$ cat src/rtl/dmem_arbiter_pkg.sv
// Shared control definitions for the data-memory path.
// Holds the memory command encodings (memnop/memwld/memwst) used by both
// dmem_arbiter and data_mem, plus the arbiter FSM state encodings.
package dmem_arbiter_pkg;

  // Memory command encodings on dm_ctrl_sig
  localparam logic [1:0] MEMNOP = 2'b00;
  localparam logic [1:0] MEMWLD = 2'b01;
  localparam logic [1:0] MEMWST = 2'b10;

  // Arbiter FSM states
  localparam logic [1:0] ST_IDLE  = 2'd0;
  localparam logic [1:0] ST_ISSUE = 2'd1;
  localparam logic [1:0] ST_CAPT  = 2'd2;
  localparam logic [1:0] ST_RESP  = 2'd3;

  // Memory command for a latched access direction
  function automatic logic [1:0] mem_op(input logic we);
    return we ? MEMWST : MEMWLD;
  endfunction

endpackage

$ cat src/rtl/dmem_rr_pick.sv
// Two-way grant picker.
// Ports:
//   valid_i [1:0] : request valids, bit p = requester p
//   ptr_i         : preferred port when both request
//   gnt_o   [1:0] : one-hot (or zero) grant
module dmem_rr_pick
  import dmem_arbiter_pkg::*;
(
  input  logic [1:0] valid_i,
  input  logic       ptr_i,
  output logic [1:0] gnt_o
);

  always_comb begin
    gnt_o = valid_i;
    // Only a conflict consults the pointer; a lone requester always wins.
    if (&valid_i) gnt_o = ptr_i ? 2'b10 : 2'b01;
  end

endmodule

$ cat src/rtl/dmem_arbiter.sv
// Two-requester arbiter in front of a single-ported data memory.
// One transaction in flight: IDLE (grant) -> ISSUE (memory command) ->
// CAPT (loads only, capture read data) -> RESP (hold until rsp_ready).
// Out-of-range addresses skip the memory access and answer with rsp_err.
//
// Build option: DMEM_ARB_RR_EN selects round-robin arbitration on conflict;
// without it port 0 has fixed priority and no pointer register exists.
//
// Ports:
//   clk, reset           : clock, synchronous active-high reset
//   req{0,1}_valid/we/addr/wdata : requester inputs
//   req{0,1}_gnt         : one-cycle acceptance pulse
//   rsp_valid/port/rdata/err, rsp_ready : response handshake
//   dm_ctrl_sig, mem_ctrl_addr, dm_data_in : memory command outputs
//   dm_data_out          : registered memory read data
module dmem_arbiter
  import dmem_arbiter_pkg::*;
#(
  parameter int ADDR_W    = 32,
  parameter int DATA_W    = 128,
  parameter int MEM_DEPTH = 256
)(
  input  logic              clk,
  input  logic              reset,
  input  logic              req0_valid,
  input  logic              req0_we,
  input  logic [ADDR_W-1:0] req0_addr,
  input  logic [DATA_W-1:0] req0_wdata,
  output logic              req0_gnt,
  input  logic              req1_valid,
  input  logic              req1_we,
  input  logic [ADDR_W-1:0] req1_addr,
  input  logic [DATA_W-1:0] req1_wdata,
  output logic              req1_gnt,
  output logic              rsp_valid,
  output logic              rsp_port,
  output logic [DATA_W-1:0] rsp_rdata,
  output logic              rsp_err,
  input  logic              rsp_ready,
  output logic [1:0]        dm_ctrl_sig,
  output logic [ADDR_W-1:0] mem_ctrl_addr,
  output logic [DATA_W-1:0] dm_data_in,
  input  logic [DATA_W-1:0] dm_data_out
);

  logic [1:0]        state_q, state_d;
  logic              we_q, we_d;
  logic [ADDR_W-1:0] addr_q, addr_d;
  logic [DATA_W-1:0] wdata_q, wdata_d;
  logic              port_q, port_d;
  logic              err_q, err_d;
  logic [DATA_W-1:0] rdata_q, rdata_d;

  logic [1:0]        pick_gnt;
  logic [1:0]        gnt_w;
  logic              grant_en;
  logic              ptr;
  logic              sel_port;
  logic              sel_we;
  logic [ADDR_W-1:0] sel_addr;
  logic [DATA_W-1:0] sel_wdata;
  logic              issue_act;

`ifdef DMEM_ARB_RR_EN
  logic ptr_q, ptr_d;

  // Pointer names the port preferred on the next conflict: the one not
  // granted last. It only moves when a grant is actually issued.
  always_comb begin
    ptr_d = ptr_q;
    if (|gnt_w) ptr_d = gnt_w[0];
  end

  always_ff @(posedge clk) begin
    if (reset) ptr_q <= 1'b0;
    else       ptr_q <= ptr_d;
  end

  assign ptr = ptr_q;
`else
  assign ptr = 1'b0;
`endif

  dmem_rr_pick u_pick (
    .valid_i ({req1_valid, req0_valid}),
    .ptr_i   (ptr),
    .gnt_o   (pick_gnt)
  );

  // Grants only in IDLE and never while reset is held, so nothing is
  // accepted that the reset edge would immediately discard.
  assign grant_en = (state_q == ST_IDLE) && !reset;
  assign gnt_w    = pick_gnt & {2{grant_en}};
  assign req0_gnt = gnt_w[0];
  assign req1_gnt = gnt_w[1];

  assign sel_port  = gnt_w[1];
  assign sel_we    = sel_port ? req1_we    : req0_we;
  assign sel_addr  = sel_port ? req1_addr  : req0_addr;
  assign sel_wdata = sel_port ? req1_wdata : req0_wdata;

  always_comb begin
    state_d = state_q;
    we_d    = we_q;
    addr_d  = addr_q;
    wdata_d = wdata_q;
    port_d  = port_q;
    err_d   = err_q;
    rdata_d = rdata_q;
    case (state_q)
      ST_IDLE: begin
        if (|gnt_w) begin
          state_d = ST_ISSUE;
          we_d    = sel_we;
          addr_d  = sel_addr;
          wdata_d = sel_wdata;
          port_d  = sel_port;
          err_d   = (sel_addr >= ADDR_W'(MEM_DEPTH));
        end
      end
      ST_ISSUE: begin
        // Clear read data here so stores and errors answer with zero.
        rdata_d = '0;
        state_d = (we_q || err_q) ? ST_RESP : ST_CAPT;
      end
      ST_CAPT: begin
        rdata_d = dm_data_out;
        state_d = ST_RESP;
      end
      ST_RESP: begin
        if (rsp_ready) state_d = ST_IDLE;
      end
      default: state_d = ST_IDLE;
    endcase
  end

  always_ff @(posedge clk) begin
    if (reset) begin
      state_q <= ST_IDLE;
      we_q    <= 1'b0;
      addr_q  <= '0;
      wdata_q <= '0;
      port_q  <= 1'b0;
      err_q   <= 1'b0;
      rdata_q <= '0;
    end else begin
      state_q <= state_d;
      we_q    <= we_d;
      addr_q  <= addr_d;
      wdata_q <= wdata_d;
      port_q  <= port_d;
      err_q   <= err_d;
      rdata_q <= rdata_d;
    end
  end

  // Memory command decodes straight from the current state, so a store
  // sitting in ISSUE still reaches memory on the edge that applies reset.
  assign issue_act     = (state_q == ST_ISSUE) && !err_q;
  assign dm_ctrl_sig   = issue_act ? mem_op(we_q) : MEMNOP;
  assign mem_ctrl_addr = issue_act ? addr_q  : '0;
  assign dm_data_in    = issue_act ? wdata_q : '0;

  assign rsp_valid = (state_q == ST_RESP);
  assign rsp_port  = port_q;
  assign rsp_err   = err_q;
  assign rsp_rdata = rdata_q;

endmodule

$ cat config.mk
export PLATFORM = sky130hd
export DESIGN_NAME = dmem_arbiter
export DESIGN_NICKNAME = d
export VERILOG_FILES = /design/src/rtl/dmem_arbiter_pkg.sv /design/src/rtl/dmem_rr_pick.sv /design/src/rtl/dmem_arbiter.sv
export SDC_FILE = /design/constraint.sdc
export NUM_CORES = 1
export LEC_CHECK = 0
export ABC_CLOCK_PERIOD_IN_PS = 2240
export CAP_MARGIN = 20
export CORE_AREA = 2 2 295 297
export DETAILED_ROUTE_END_ITERATION = 7
export DIE_AREA = 0 0 297 299
export GPL_TIMING_DRIVEN = 0
export PLACE_DENSITY = 0.4
export SLEW_MARGIN = 20
export SYNTH_ARGS = -nofsm -noshare
export SYNTH_HDL_FRONTEND = slang
export SYNTH_HIERARCHICAL = 1
export SYNTH_SLANG_ARGS = --single-unit
$ cat constraint.sdc
create_clock -name clk -period 2.24 [get_ports clk]
set_clock_uncertainty 0.15 [all_clocks]
set_input_delay 0.448 -clock clk [delete_from_list [all_inputs] [get_ports clk]]
set_output_delay 0.448 -clock clk [all_outputs]
set_load 0.02 [all_outputs]
---- After elaboration in Yosys (flattened, before gate mapping) ----
Cells that the tools add are included.
storage, ports and cells
  flip-flop bits (word level) ............. 293
  input port bits ......................... 455
  output and inout port bits .............. 295
  logic and storage cells ................. 38
operators by class
  $lt $le $gt $ge ......................... 1
  equality and inequality tests ........... 5
  multiplexer cells ....................... 13
  bitwise operators ....................... 1
  reduce and logical (&&, ||, !) cells .... 11
operator list
  kind                   number
  $mux W128              2
  $pmux W128 S2          1
  $mux W32               2
  $ge A32 B9 Y1 const B  1
  $mux W2                5
  $pmux W2 S4            1
  $reduce_and A2 Y1      3
  $eq A2 B2 Y1 const B   2
  $ne A2 B1 Y1 const B   2
  $and A2 B2 Y2          1
  $eq A2 B1 Y1 const B   1
  $logic_and A1 B1 Y1    2
  $logic_not A1 Y1       2
  $logic_not A2 Y1       1
  $mux W1                2
  $reduce_bool A2 Y1     1
  $reduce_or A2 Y1       1
  $logic_or A1 B1 Y1     1

---- Longest topological paths before layout ----
Gate-level depths: netlist of the first run.
  depth after elaboration ................. 6
  depth in mapped cells ................... 10
  gate-level depth less buffers ........... 8

---- Cells and area by module ----
Netlist of the first run, hierarchy kept.
modules (own cells, without submodules)
  module        times used  cells each  area each (um2)  sequential area each (um2)
  dmem_arbiter  1           1,697       13,588.0         5,865.6
  dmem_rr_pick  1           3           18.8             0.0

---- Least setup slack after synthesis of the first run ----
Ideal clock, no wire load.
  kind .................................... register to output
  start point ............................. register state_q[1]
  end point ............................... output dm_data_in[100]
  arrival ................................. 1.652 ns
  data required time ...................... 1.642 ns
  setup slack ............................. -0.010 ns
  stages on the path, launching flop included .. 8
  path through ............................ dfxtp_1 inv_1 ha_1 nor2b_1 clkbuf_1 clkbuf_1 clkbuf_1 and2_1
on the way
  cells in the longest elaborated chain, start to end .. 3
RTL lines
  what                    RTL line             source
  from (decl)             dmem_arbiter.sv:46   logic [1:0] state_q, state_d;
  from (signal assigned)  dmem_arbiter.sv:147  state_q <= state_d;
  $eq A2 B1 Y1            dmem_arbiter.sv:159  assign issue_act = (state_q == ST_ISSUE) && !err_q;
  $logic_and A1 B1 Y1     dmem_arbiter.sv:159
  $mux W128               dmem_arbiter.sv:162  assign dm_data_in = issue_act ? wdata_q : '0;
  to (decl)               dmem_arbiter.sv:42   output logic [DATA_W-1:0] dm_data_in,
Every way passes these cells.

---- Worst setup path in the final report of the first run ----
  start point ............................. register state_q[1]
  end point ............................... output dm_data_in[48]
The elaborated chain is that of the path after synthesis.

==> key figures, run 1 <==
Pwr
  • Maximum vdd drop: 395 µV
  • NetSw: between 8 and 9 mW
  • Power share of the sequential group: 0.274
  • Cell-internal power: 15.0 mW
  • Total power density per cell area: 958 mW/mm²
  • Static leakage: approximately 9.2 nW
  • Logic pwr share: 0.447
  • Clock power share: 0.279
  • Fraction of power spent switching nets: 0.373

Synth
  • Seq cells post-synth: between 200 and 300
  • Number of instances in the synthesized netlist: 1,700
  • Yosys Warn Count: 6
  • Seq/Total Area, Yosys: 0.431
  • Summed instance area of the synthesized netlist: 0.0136 mm²
  • Number of flops mapped to enable cells by yosys: 0
  • Top_reg_cell synth: sky130_fd_sc_hd__dfxtp_1
  • Asr flop ratio synth: 0
  • Syn_area_per_cell: 8.00 µm²
  • Number of unique standard cell types used by synthesis: 37

CTS
  • Num Clock Sinks: around 300
  • Number of buffers created by CTS: 41
  • Count of hold-fix buffers inserted at cts: 0
  • Longest Clk Path Bufs: 3
  • Root buf cell: sky130_fd_sc_hd__clkbuf_16
  • CTS clock-pin slew for the worst setup and hold paths: 0.06 ns
  • CTS H-tree depth: 2
  • Clock network latency to the later pin of the worst-skew pair: 0.56 ns
  • CTS tree: done

Layout
  • Post-Layout Inst Area: around 0.025 mm²
  • Count of nets after finishing: 2,974
  • Commonest cells after routing, fill and taps aside: sky130_fd_sc_hd__clkdlybuf4s50_1 (584), sky130_fd_sc_hd__nand2_1 (320), sky130_fd_sc_hd__dfxtp_1 (291)
  • Leading cell type in the layout, fill and taps excluded: sky130_fd_sc_hd__clkdlybuf4s50_1
  • Fraction of final layout cells sized beyond drive strength 1: 0.195
  • Synthesis-to-layout area growth: 83.9%

Place
  • Number of I/O port buffers: 748
  • Final weighted congestion in routability-driven placement: 0.873
  • Standard cell area after detailed placement: around 0.023 mm²
  • DP HPWL: slightly above 60,000 µm

Route
  • Number of DRC violations after detailed-routing iteration 0: between 600 and 700
  • WL per Instance: 21.3 µm
  • Via-per-instance ratio: 4.16
  • Number of antenna-violating nets in the routed design: 0
  • DR vias: 15.4k
  • Routed length on met3: about 6700 µm
  • Post-route DRC: 0
  • Total length of routed met2 wires: 39,300 µm
  • Drt first pass iters: 4
  • Topmost layer with routed signal wires: met5
  • Overall routed net length: slightly below 80,000 µm
  • Routed metal-1 wire length: 30,900 µm

Status
  • Run status: complete, but fails checks
  • Failing checks: setup timing

Global routing
  • Via count of the first global-routing pass: around 16k
  • Global-route congestion overflow total: 0
  • Overall track demand over capacity in global routing: 0.170
  • Pin count of the biggest net entering global routing: 12
  • Number of antenna violations at the first check in global routing: 22
  • First-pass GRT wire length: 113,000 µm

Die
  • Initial standard-cell utilization of the core: 0.158
  • DIE WIDTH: 297 µm
  • Die Height: between 200 and 300 µm
  • Placeable core region: 0.0859 mm²
  • Boundary pin count: 750
  • Area enclosed by the die boundary: 0.0888 mm²
  • Count of standard-cell rows: 108

Critical path
  • Arrival time reported for the critical path endpoint: 2.06 ns
  • Startpoint kind of the worst setup timing path: flip-flop
  • Critical path capture point type: output port
  • Worst R2R Path Depth: 10
  • Reg-to-reg slack, setup: -0.30 ns
  • Data required time at the worst endpoint: 1.64 ns
  • Critical path start-end classification: flip-flop to output port
  • Critical path fanouts, max: 8

Run
  • Maximum Capacitance Violations: 0

Timing
  • Final Max Tran Viols: 0
  • Final Hold Violating Endpoints: 0
  • Post-route setup TNS: -95.40 ns
  • Period utilization: 1.19
  • Post-route setup slack: -0.421 ns
  • Clock period minus final worst setup slack: 2.66 ns
  • Slew at the pin closest to its max-slew limit: 1.04 ns
  • Unrepaired setup endpoints after global routing: yes
  • Achievable clock frequency: 376 MHz
  • Max-slew headroom at the worst pin: 0.307
  • Final setup vio count: 438

Hold path
  • Hold crit path type: input pin to flip-flop
  • WHS Path Cells: 3
[critical path, stage by stage, from the launching register on]
cell and delay (ns):
sky130_fd_sc_hd__dfxtp_2 0.35, sky130_fd_sc_hd__inv_4 0.05, sky130_fd_sc_hd__ha_4 0.15, sky130_fd_sc_hd__nor2b_4 0.12, sky130_fd_sc_hd__buf_12 0.16, sky130_fd_sc_hd__clkbuf_16 0.19, sky130_fd_sc_hd__clkbuf_16 0.18, sky130_fd_sc_hd__and2_4 0.16
sky130_fd_sc_hd__buf_6 0.13
[Yosys cell counts (2+ instances only)]
library cell	instances	area [µm²]
sky130_fd_sc_hd__o31ai_1	2	15.0
sky130_fd_sc_hd__nor4_1	5	31.3
sky130_fd_sc_hd__buf_6	10	113
sky130_fd_sc_hd__or4_1	2	15.0
sky130_fd_sc_hd__mux2i_1	2	20.0
sky130_fd_sc_hd__buf_1	12	45.0
sky130_fd_sc_hd__clkbuf_1	99	372
sky130_fd_sc_hd__nand2_1	320	1200
sky130_fd_sc_hd__a311oi_2	40	601
sky130_fd_sc_hd__buf_2	22	110
sky130_fd_sc_hd__dfxtp_1	293	5870
sky130_fd_sc_hd__a21oi_1	131	656
sky130_fd_sc_hd__ha_1	5	62.6
sky130_fd_sc_hd__nand2b_1	130	813
sky130_fd_sc_hd__inv_1	4	15.0
sky130_fd_sc_hd__nor2_1	165	619
sky130_fd_sc_hd__a21boi_1	2	15.0
sky130_fd_sc_hd__nand3_1	129	646
sky130_fd_sc_hd__a311oi_1	121	1060
sky130_fd_sc_hd__nor3_1	4	20.0
sky130_fd_sc_hd__nand4_1	3	18.8
sky130_fd_sc_hd__buf_4	21	158
sky130_fd_sc_hd__nor2b_1	2	12.5
sky130_fd_sc_hd__and2_1	163	1020
[per-stage QoR]
| stage | power [mW] | util | std cells | hold WS, ns | setup WS [ns] |
|---|---|---|---|---|---|
| 6_report | 24.0 | 0.291 | 3710 | 0.312 | -0.421 |
| 4_1_cts | 24.2 | 0.287 | 3696 | 0.260 | -0.522 |
| 3_5_place_dp | 16.1 | 0.263 | 3605 | 0.308 | -1.53 |
| 5_1_grt | 25.5 | 0.291 | 3707 | 0.290 | -0.525 |
| 3_3_place_gp | 16.0 | 0.262 | 3604 | 0.304 | -1.99 |
| 2_1_floorplan | 11.7 | - | 1701 | 0.322 | 0.0503 |
[path summary, 6_finish.rpt]
kind | from | end
worst max register to register | state_q[0] | wdata_q[94]
worst max-delay path | state_q[1] | dm_data_in[48]
worst min-delay path | req1_wdata[50] | wdata_q[50]
worst min register to register | rsp_rdata[87] | rsp_rdata[87]
[layout make-up]
type	count	area [µm²]
Fill cell	9345	60900
Timing Repair Buffer	771	7880
Multi-Input combinational cell	1239	7270
Sequential cell	293	5870
Tap cell	1155	1450
Clock buffer	65	1300
Buffer	163	1140
Clock inverter	7	70.1
Antenna cell	12	30.0
Inverter	5	28.8
[kinds of logic (layout without fill, tap and decap cells)]
kind of cell,Yosys count,after routing,share of synthesized area
flip-flops,293,293,0.431
other,1,14,0.000276
adder cells (fa/ha/maj),5,5,0.00460
AND/OR/NAND/NOR,927,927,0.326
AO/OA/AOI/OAI,303,303,0.176
buffers and inverters,169,1011,0.0601
multiplexers,2,2,0.00147
[flip-flops by register name, summed over array words and instances (netlist names)]
name / cells
rsp_port: 1
state_q: 2
rsp_err: 1
addr_q: 32
we_q: 1
rsp_rdata: 128
wdata_q: 128
[routing by layer]
metal,vias up,track usage
li1,7444,-
met1,7291,0.187
met2,579,0.303
met3,111,0.0648
met4,20,0.0519
met5,-,0
[what timing repair did]
action,CTS,global route
setup buffers,7,3
cloned,12,0
setup endpoints to repair,463,465
pin swaps,57,36
resized for setup,1071,124
[power by group through the flow]
| stage | Sequential [mW] | Combinational (mW) | Clock [mW] |
|---|---|---|---|
| after floorplan | 6.70 | 5.05 | 0 |
| after global placement | 6.60 | 9.37 | 0 |
| after detailed placement | 6.63 | 9.44 | 0 |
| after CTS | 6.56 | 10.7 | 6.94 |
| after global routing | 6.67 | 11.7 | 7.13 |
| final | 6.57 | 10.7 | 6.68 |
Note: power is estimated with default switching activity, not from simulation.
==> inputs of run 2 (changes only) <==
Settings changed: ABC_CLOCK_PERIOD_IN_PS 2240 to unset, PLACE_DENSITY 0.4 to 0.42.
==> run 2 against run 1 <==
Net effect:
- the flow still finishes with violations (setup timing)
- non-clock buffer count increased by 77
- routed wire length increased by 6.8%
- sequential cell count unchanged
- fmax decreased by 2.7%
- worst setup slack got worse by 0.075 ns
- clock power increased by 0.6%
==> key figures, run 2 (synthesis gave the netlist of run 1 again) <==
Status
  • Run status: complete, but fails checks
  • Failing checks: setup timing

Place
  • Standard cell area after detailed placement: 0.0225 mm²
  • Final weighted congestion in routability-driven placement: 0.876
  • Number of I/O port buffers: 748
  • DP HPWL: 62,500 µm
  • Number of cells after detailed placement: around 3.6k

Layout
  • Leading cell type in the layout, fill and taps excluded: sky130_fd_sc_hd__clkdlybuf4s50_1
  • Synthesis-to-layout area growth: 104%
  • Fraction of final layout cells sized beyond drive strength 1: 0.290
  • Post-Layout Inst Area: 0.0278 mm²
  • Commonest cells after routing, fill and taps aside: sky130_fd_sc_hd__clkdlybuf4s50_1 (571), sky130_fd_sc_hd__nand2_1 (310), sky130_fd_sc_hd__dfxtp_1 (291)
  • Final non-filler cell total: 3,790
  • Count of nets after finishing: 3,051

Route
  • Post-route DRC: 0
  • Overall routed net length: 84,300 µm
  • Number of antenna-violating nets in the routed design: 0
  • Topmost layer with routed signal wires: met5
  • WL per Instance: roughly 22 µm
  • Routed length on met3: 6820 µm
  • Drt first pass iters: 4
  • Via-per-instance ratio: 4.23
  • Routed metal-1 wire length: between 30,000 and 40,000 µm
  • Number of DRC violations after detailed-routing iteration 0: roughly 640
  • DR vias: 16.1k
  • Total length of routed met2 wires: 42,000 µm

Critical path
  • Arrival time reported for the critical path endpoint: 2.14 ns
  • Data required time at the worst endpoint: 1.64 ns
  • Critical path start-end classification: flip-flop to output port
  • Critical path fanouts, max: 8
  • Critical path capture point type: output port
  • Startpoint kind of the worst setup timing path: flip-flop
  • Launch instance of the worst register-to-register path: state_q[1]
  • Reg-to-reg slack, setup: -0.20 ns
  • Worst R2R Path Depth: 11
  • Worst r2r dst: rsp_err

Timing
  • Unrepaired setup endpoints after global routing: yes
  • Final setup vio count: 285
  • Final Max Tran Viols: 0
  • Slew at the pin closest to its max-slew limit: around 0.97 ns
  • Final Hold Violating Endpoints: 0
  • Clock period minus final worst setup slack: 2.74 ns
  • Achievable clock frequency: 366 MHz
  • Post-route setup TNS: -71.67 ns
  • Post-route setup slack: -0.496 ns
  • Period utilization: 1.22
  • Max-slew headroom at the worst pin: 0.357

Hold path
  • Hold EP: wdata_q[61]
  • Hold crit path type: input pin to flip-flop
  • WHS Path Cells: 3
  • Start point of the worst hold path: req1_wdata[61]

Global routing
  • Via count of the first global-routing pass: 16.6k
  • Pin count of the biggest net entering global routing: 12
  • First-pass GRT wire length: 116,000 µm
  • Global-route congestion overflow total: 0
  • Number of antenna violations at the first check in global routing: 23
  • Overall track demand over capacity in global routing: 0.177

Pwr
  • Maximum vdd drop: approximately 450 µV
  • Total power density per cell area: 968 mW/mm²
  • Overall Power: 26.9 mW
  • Static leakage: approximately 11 nW

CTS
  • CTS clock-pin slew for the worst setup and hold paths: 0.06 ns
  • Clock network latency to the later pin of the worst-skew pair: 0.56 ns
  • Num Clock Sinks: 293
  • Number of buffers created by CTS: 41
  • Root buf cell: sky130_fd_sc_hd__clkbuf_16
  • Longest Clk Path Bufs: 3
  • CTS tree: done
  • Count of hold-fix buffers inserted at cts: 0
  • CTS H-tree depth: 2

Die
  • DIE WIDTH: 297 µm
  • Area enclosed by the die boundary: 0.0888 mm²
  • Placeable core region: 0.0859 mm²
  • Initial standard-cell utilization of the core: 0.158
  • Die Height: 299 µm
  • Boundary pin count: 750
  • Count of standard-cell rows: 108

Run
  • Maximum Capacitance Violations: 0
run 2: what timing repair did:
| item | in CTS | in global routing |
|---|---|---|
| pin swaps | 31 | 180 |
| cloned | 19 | 22 |
| setup buffers | 29 | 40 |
| setup endpoints to repair | 468 | 408 |
| gates resized for setup | 1185 | 528 |
run 2: area by class of cell:
class	count	area [µm²]
tap	1155	1450
antenna	14	35.0
inverter	5	31.3
sequential	293	5870
clock inverter	10	136
timing repair buffer	854	9480
clock buffer	63	1250
multi-input combinational	1239	7970
fill	9099	58200
buffer	157	1550
run 2: per-stage QoR:
step / hold slack [ns] / worst slack [ns] / util
2_1_floorplan: 0.322 / 0.0503 / -
3_3_place_gp: 0.305 / -2.12 / 0.262
3_5_place_dp: 0.309 / -2.18 / 0.262
4_1_cts: 0.262 / -0.608 / 0.299
5_1_grt: 0.282 / -0.602 / 0.323
6_report: 0.308 / -0.496 / 0.323
run 2: power by group:
group | internal (mW) | total (mW) | leakage (nW) | switching (mW)
sequential | 6.09 | 6.65 | 2.39 | 0.561
combinational | 6.83 | 13.5 | 7.44 | 6.69
clock | 4.07 | 6.72 | 0.678 | 2.65
run 2: critical path, stage by stage (launching register included):
cell,delay [ns]
sky130_fd_sc_hd__dfxtp_4,0.35
sky130_fd_sc_hd__inv_4,0.06
sky130_fd_sc_hd__ha_4,0.12
sky130_fd_sc_hd__nor2b_4,0.18
sky130_fd_sc_hd__clkbuf_16,0.21
sky130_fd_sc_hd__clkbuf_16,0.19
sky130_fd_sc_hd__clkbuf_16,0.18
sky130_fd_sc_hd__and2_4,0.15
sky130_fd_sc_hd__buf_6,0.12
run 2: per-layer routing:
metal / track usage / vias up
met4: 0.0676 / 12
met5: 0 / -
met1: 0.197 / 7697
met3: 0.0630 / 96
met2: 0.306 / 618
li1: - / 7627
run 2: worst max path at each step:
stage	start	endpoint	slack, ns	cells past startpoint
global route	state_q[1]	dm_data_in[48]	-0.60	8
CTS	state_q[1]	dm_data_in[74]	-0.61	8
global placement	state_q[1]	dm_data_in[48]	-2.12	8
detailed placement	state_q[1]	dm_data_in[48]	-2.18	8
finish	state_q[1]	dm_data_in[48]	-0.50	8
floorplan	state_q[1]	dm_data_in[100]	0.05	7
